==> src/rtl/mem_responder_if.sv <==
// Memory bus between the summing master and mem_responder: request side
// driven by the master, registered read data and busy status by the responder.
interface mem_responder_if #(
   parameter int ADDR_WIDTH = 5,
   parameter int DATA_WIDTH = 16
);
   logic [ADDR_WIDTH-1:0] mem_address;
   logic                  mem_read_enable;
   logic                  mem_write_enable;
   logic [DATA_WIDTH-1:0] mem_data_in;
   logic [DATA_WIDTH-1:0] mem_data_out;
   logic                  mem_data_valid;
   logic                  mem_busy;

   modport master (
      output mem_address, mem_read_enable, mem_write_enable, mem_data_in,
      input  mem_data_out, mem_data_valid, mem_busy
   );

   modport slave (
      input  mem_address, mem_read_enable, mem_write_enable, mem_data_in,
      output mem_data_out, mem_data_valid, mem_busy
   );
endinterface

==> src/rtl/mem_responder.sv <==
// Synchronous memory responder: refills the whole array after every reset,
// then serves read-first reads (latency 1) and writes (latency 0).
module mem_responder #(
   parameter int ADDR_WIDTH = 5,
   parameter int DATA_WIDTH = 16,
   parameter int INIT_MODE  = 1
) (
   input  logic             clk,
   input  logic             reset,
   mem_responder_if.slave   bus,
   output logic [7:0]       wr_count,
   output logic             drop_flag
);
   localparam int DEPTH = 1 << ADDR_WIDTH;

   typedef enum logic [1:0] {
      ST_RESET = 2'd0,
      ST_FILL  = 2'd1,
      ST_SERVE = 2'd2
   } state_t;

   state_t                state_r;
   logic [ADDR_WIDTH-1:0] fill_cnt_r;
   logic [DATA_WIDTH-1:0] mem_r [DEPTH];

   logic                  mem_we_s;
   logic [ADDR_WIDTH-1:0] mem_wa_s;
   logic [DATA_WIDTH-1:0] mem_wd_s;
   logic                  req_s;
   logic                  fill_last_s;

   function automatic logic [DATA_WIDTH-1:0] fill_pattern(input logic [ADDR_WIDTH-1:0] idx);
      if (INIT_MODE != 0) begin
         return DATA_WIDTH'(idx);
      end else begin
         return {DATA_WIDTH{1'b0}};
      end
   endfunction

   assign req_s       = bus.mem_read_enable | bus.mem_write_enable;
   assign fill_last_s = (fill_cnt_r == {ADDR_WIDTH{1'b1}});

   // Select the single write port source: fill sequencer while busy, master in SERVE.
   always_comb begin
      mem_we_s = 1'b0;
      mem_wa_s = fill_cnt_r;
      mem_wd_s = fill_pattern(fill_cnt_r);
      if (!reset) begin
         mem_we_s = 1'b0;
      end else begin
         case (state_r)
            ST_RESET, ST_FILL: begin
               mem_we_s = 1'b1;
            end
            ST_SERVE: begin
               mem_we_s = bus.mem_write_enable;
               mem_wa_s = bus.mem_address;
               mem_wd_s = bus.mem_data_in;
            end
            default: begin
               mem_we_s = 1'b0;
            end
         endcase
      end
   end

   // Storage array; deliberately not reset, the fill sequencer defines its image.
   always_ff @(posedge clk) begin
      if (mem_we_s) begin
         mem_r[mem_wa_s] <= mem_wd_s;
      end
   end

   // Control FSM with registered bus outputs and status counters.
   always_ff @(posedge clk) begin
      if (!reset) begin
         state_r            <= ST_RESET;
         fill_cnt_r         <= {ADDR_WIDTH{1'b0}};
         bus.mem_data_out   <= {DATA_WIDTH{1'b0}};
         bus.mem_data_valid <= 1'b0;
         bus.mem_busy       <= 1'b1;
         wr_count           <= 8'd0;
         drop_flag          <= 1'b0;
      end else begin
         case (state_r)
            // The release edge already writes word 0, so RESET and FILL share a path.
            ST_RESET, ST_FILL: begin
               fill_cnt_r         <= fill_cnt_r + ADDR_WIDTH'(1);
               bus.mem_data_out   <= {DATA_WIDTH{1'b0}};
               bus.mem_data_valid <= 1'b0;
               if (req_s) begin
                  drop_flag <= 1'b1;
               end
               if (fill_last_s) begin
                  state_r      <= ST_SERVE;
                  bus.mem_busy <= 1'b0;
               end else begin
                  state_r      <= ST_FILL;
                  bus.mem_busy <= 1'b1;
               end
            end
            ST_SERVE: begin
               bus.mem_busy <= 1'b0;
               if (bus.mem_read_enable) begin
                  bus.mem_data_out   <= mem_r[bus.mem_address];
                  bus.mem_data_valid <= 1'b1;
               end else begin
                  bus.mem_data_out   <= {DATA_WIDTH{1'b0}};
                  bus.mem_data_valid <= 1'b0;
               end
               if (bus.mem_write_enable && (wr_count != 8'hFF)) begin
                  wr_count <= wr_count + 8'd1;
               end
            end
            default: begin
               state_r            <= ST_RESET;
               fill_cnt_r         <= {ADDR_WIDTH{1'b0}};
               bus.mem_data_out   <= {DATA_WIDTH{1'b0}};
               bus.mem_data_valid <= 1'b0;
               bus.mem_busy       <= 1'b1;
            end
         endcase
      end
   end
endmodule

==> src/flat_wrapper.sv <==
// flat-port wrapper written by rule: the top's interface ports become plain ports
module mem_responder_flat 
#(
   parameter int ADDR_WIDTH = 5,
   parameter int DATA_WIDTH = 16,
   parameter int INIT_MODE  = 1
)
  (clk, reset, wr_count, drop_flag, bus_mem_address, bus_mem_read_enable, bus_mem_write_enable, bus_mem_data_in, bus_mem_data_out, bus_mem_data_valid, bus_mem_busy);
  mem_responder_if #(.ADDR_WIDTH(ADDR_WIDTH), .DATA_WIDTH(DATA_WIDTH)) bus_i ();
  input  logic clk;
  input  logic reset;
  output logic [7:0] wr_count;
  output logic drop_flag;
  input wire logic [$bits(bus_i.mem_address)-1:0] bus_mem_address;
  input wire logic [$bits(bus_i.mem_read_enable)-1:0] bus_mem_read_enable;
  input wire logic [$bits(bus_i.mem_write_enable)-1:0] bus_mem_write_enable;
  input wire logic [$bits(bus_i.mem_data_in)-1:0] bus_mem_data_in;
  output wire logic [$bits(bus_i.mem_data_out)-1:0] bus_mem_data_out;
  output wire logic [$bits(bus_i.mem_data_valid)-1:0] bus_mem_data_valid;
  output wire logic [$bits(bus_i.mem_busy)-1:0] bus_mem_busy;
  assign bus_i.mem_address = bus_mem_address;
  assign bus_i.mem_read_enable = bus_mem_read_enable;
  assign bus_i.mem_write_enable = bus_mem_write_enable;
  assign bus_i.mem_data_in = bus_mem_data_in;
  assign bus_mem_data_out = bus_i.mem_data_out;
  assign bus_mem_data_valid = bus_i.mem_data_valid;
  assign bus_mem_busy = bus_i.mem_busy;
  mem_responder #(.ADDR_WIDTH(ADDR_WIDTH), .DATA_WIDTH(DATA_WIDTH), .INIT_MODE(INIT_MODE)) u_core (.clk(clk), .reset(reset), .bus(bus_i), .wr_count(wr_count), .drop_flag(drop_flag));
endmodule
==> config.mk <==
export PLATFORM = sky130hd
export DESIGN_NAME = mem_responder_flat
export DESIGN_NICKNAME = d
export VERILOG_FILES = /design/src/rtl/mem_responder_if.sv /design/src/rtl/mem_responder.sv /design/src/flat_wrapper.sv
export SDC_FILE = /design/constraint.sdc
export NUM_CORES = 1
export LEC_CHECK = 0
export ABC_AREA = 1
export CAP_MARGIN = 30
export CORE_MARGIN = 3
export CORE_UTILIZATION = 55
export DETAILED_ROUTE_END_ITERATION = 7
export GPL_TIMING_DRIVEN = 1
export MAX_ROUTING_LAYER = met4
export PLACE_DENSITY = 0.8
export SETUP_SLACK_MARGIN = 0.1
export SYNTH_ARGS = -nofsm -noshare
export SYNTH_HDL_FRONTEND = slang
export SYNTH_SLANG_ARGS = --single-unit
==> constraint.sdc <==
create_clock -name clk -period 3.1 [get_ports clk]
set_input_delay 0.465 -clock clk [delete_from_list [all_inputs] [get_ports clk]]
set_output_delay 0.465 -clock clk [all_outputs]
set_load 0.05 [all_outputs]
==> metrics.cfg <==
[worst_setup_path]
required_ps = 3350
arrival_ps = 2830
crit_path_top_delay_cell = dfxtp_1
critPathCaptureType = flop
start_kind = flop
max_stage_delay_ps = 520
crit_chain = inv_4, nor2_8, nand2_4, o21ai_1, nand3_1, nor2_1, buf_4
criticalPathCategory = reg -> reg
worst-path-max-fanout = 22

[layout]
finalNetCount = 2056
drive_gt1_frac = 0.0913
area_growth_pct = 13.3
stdcell_count = 2594
fillers = 2899
antenna-diode-count = 0
fin_area_um2 = 25200

[place]
globalplace.congestion = 0.965
io_buffers = 51
hpwlAfterDp_um = 33800
dpl.cell_count = 2500
post_dp_cell_area_um2 = 23600

[global_routing]
grt_pass1_wl_um = 85000
grt_overflow = 0
grt_max_degree = 115
grt_pass1_vias = 14754
antenna_found_initial = 0
grtUsageTotal = 0.263

[floorplan]
chipWidth_um = 207
num_rows = 73
die-area_um2 = 42900
coreArea_um2 = 39800
pin_count = 52
die_h_um = 207
initial_core_util = 0.558

[yosys]
yosysWarnings = 0
ys_ff_latch = 546
syn-num-nets = 1985
ys_seq_area_frac = 0.722
synth_top_flop_cell = edfxtp_1
synth_cell_type_count = 30
syn_inst = 1957
synthArstFlopShare = 0
synth_area_per_cell_um2 = 11.4
synth-edff-count = 512
synth_area_um2 = 22200

[cts]
postCtsSetupBuffers = 0
cts_buffer_depth = 3
h-tree-depth = 2
clkLatencyLatePin_ps = 580
hold_buffers = 0
cts_tree = yes
post_cts_resized = 0
cts_root_buf = clkbuf_16
clk_pin_slew_ps = 60
cts_buffers = 51
cts_sinks = 546

[min_path]
hold_path.class = reg -> reg

[detailed_routing]
routed_wirelength_um = 55900
vias = 15244
drc = 0
postRouteAntennaNets = 0
vias_per_cell = 5.88
drt_first_pass_iters = 6
drt_iter0_drc = 2348
wire_per_inst_um = 21.5

[timing]
setup_violations = 0
fin_crit_ps = 2580
hold_viol = 0
rsz0062_at_grt = false
final.period_utilization = 0.833
clock_skew_ps = 22.2
fmax_ghz = 0.387
relSlewSlack = 0.488
worst_pin_slew_ps = 768
tns_ps = 0
drv_slew = 0

[pwr]
power_per_cell_area_nw_per_um2 = 591
leakagePower_nw = 9.43
ir_drop_uv = 448

[outcome]
outcome = complete, no violations

[job]
drv_cap = 0

report_power, final:
group	total, mW	leakage, nW	internal, mW	switching, mW
Sequential	8.04	5.24	8.02	0.0185
Combinational	0.836	3.41	0.236	0.599
Clock	6.02	0.783	3.43	2.60
state kept, by name, summed over array words and instances, names as in the netlist:
name	count
u_core.bus.mem_data_valid	1
u_core.state_r	2
u_core.bus.mem_data_out	16
u_core.wr_count	8
u_core.mem_r	512
u_core.fill_cnt_r	5
u_core.bus.mem_busy	1
u_core.drop_flag	1
per-layer routing:
| layer | GRT usage | part of all wire | vias to the layer above |
|---|---|---|---|
| li1 | - | - | 6891 |
| met1 | 0.342 | 0.37 | 7266 |
| met2 | 0.419 | 0.48 | 962 |
| met3 | 0.0532 | 0.11 | 125 |
| met4 | 0.0925 | 0.036 | 0 |
| met5 | - | 0 | - |
path summary, 6_finish.rpt:
path	startpoint	endpoint	slack, ps	cells after the start
setup / recovery	u_core.state_r[1]$_SDFFE_PN0P_	u_core.mem_r[24][4]$_DFFE_PP_	520	7
hold / removal	u_core.drop_flag$_SDFFE_PN0P_	u_core.drop_flag$_SDFFE_PN0P_	490	2
setup reg to reg	u_core.state_r[1]$_SDFFE_PN0P_	u_core.mem_r[24][4]$_DFFE_PP_	520	7
hold reg to reg	u_core.drop_flag$_SDFFE_PN0P_	u_core.drop_flag$_SDFFE_PN0P_	490	2
cell usage in the layout, fill, tap and decap left out, types with 9 or more instances in the layout:
cell type        synthesis  routed
dfxtp_1                 34      34
nor2_1                 155     144
clkbuf_16                0      51
nand2_1                661     661
o21ai_0                 34      34
clkinv_1                 2      19
buf_12                   0       9
inv_1                   23      23
edfxtp_1               512     512
clkinv_2                 0       9
o21ai_1                 13      13
a21oi_1                 14      14
nor2_2                   0      11
buf_4                    5      72
clkdlybuf4s50_1          0      48
nand3_1                356     356
area by class of cell:
type | count | area [µm²] | share of cell area
flip-flops and latches | 546 | 16100 | 0.637
multi-input cells | 1266 | 5530 | 0.219
clock buffers | 58 | 1300 | 0.0517
repair buffers | 131 | 1220 | 0.0483
well taps | 525 | 657 | 0.0261
clock inverters | 36 | 300 | 0.0119
inverters | 32 | 130 | 0.00517
cells in the mapped netlist, types with 4 or more instances:
library cell | count | area [µm²]
nand2_1 | 661 | 2480
edfxtp_1 | 512 | 15400
nand3_1 | 356 | 1780
nor2_1 | 155 | 582
buf_2 | 74 | 370
dfxtp_1 | 34 | 681
o21ai_0 | 34 | 170
inv_1 | 23 | 86.3
clkbuf_1 | 22 | 82.6
a21oi_1 | 14 | 70.1
o21ai_1 | 13 | 65.1
buf_1 | 10 | 37.5
inv_2 | 6 | 22.5
buf_4 | 5 | 37.5
nand2_4 | 5 | 56.3
xor2_1 | 4 | 35.0
cell families (layout without fill, tap and decap cells):
group,count (synthesis),in the layout,synth area share
AOI/OAI and AO/OA,67,67,0.0171
xor gates and xnor gates,7,7,0.00276
adders and majority gates,3,3,0.00169
buffers and inverters,145,257,0.0303
DFF,546,546,0.722
and+or+nand+nor,1189,1189,0.226
through the flow:
step	total power, mW	worst slack, ps	util	hold WS [ps]
floorplan	8.71	629	-	456
global placement	8.99	176	0.592	461
detailed placement	9.01	105	0.592	474
CTS	14.9	568	0.632	489
global route	15.3	341	0.632	532
finish	14.9	517	0.632	486
worst max-delay path, delay by kind of cell (launching register included):
family / cells / cell delay (ps)
and+or+nand+nor: 4 / 910
DFF: 1 / 520
AOI/OAI and AO/OA: 1 / 430
buffers and inverters: 2 / 380
Note: power is estimated with default switching activity, not from simulation.
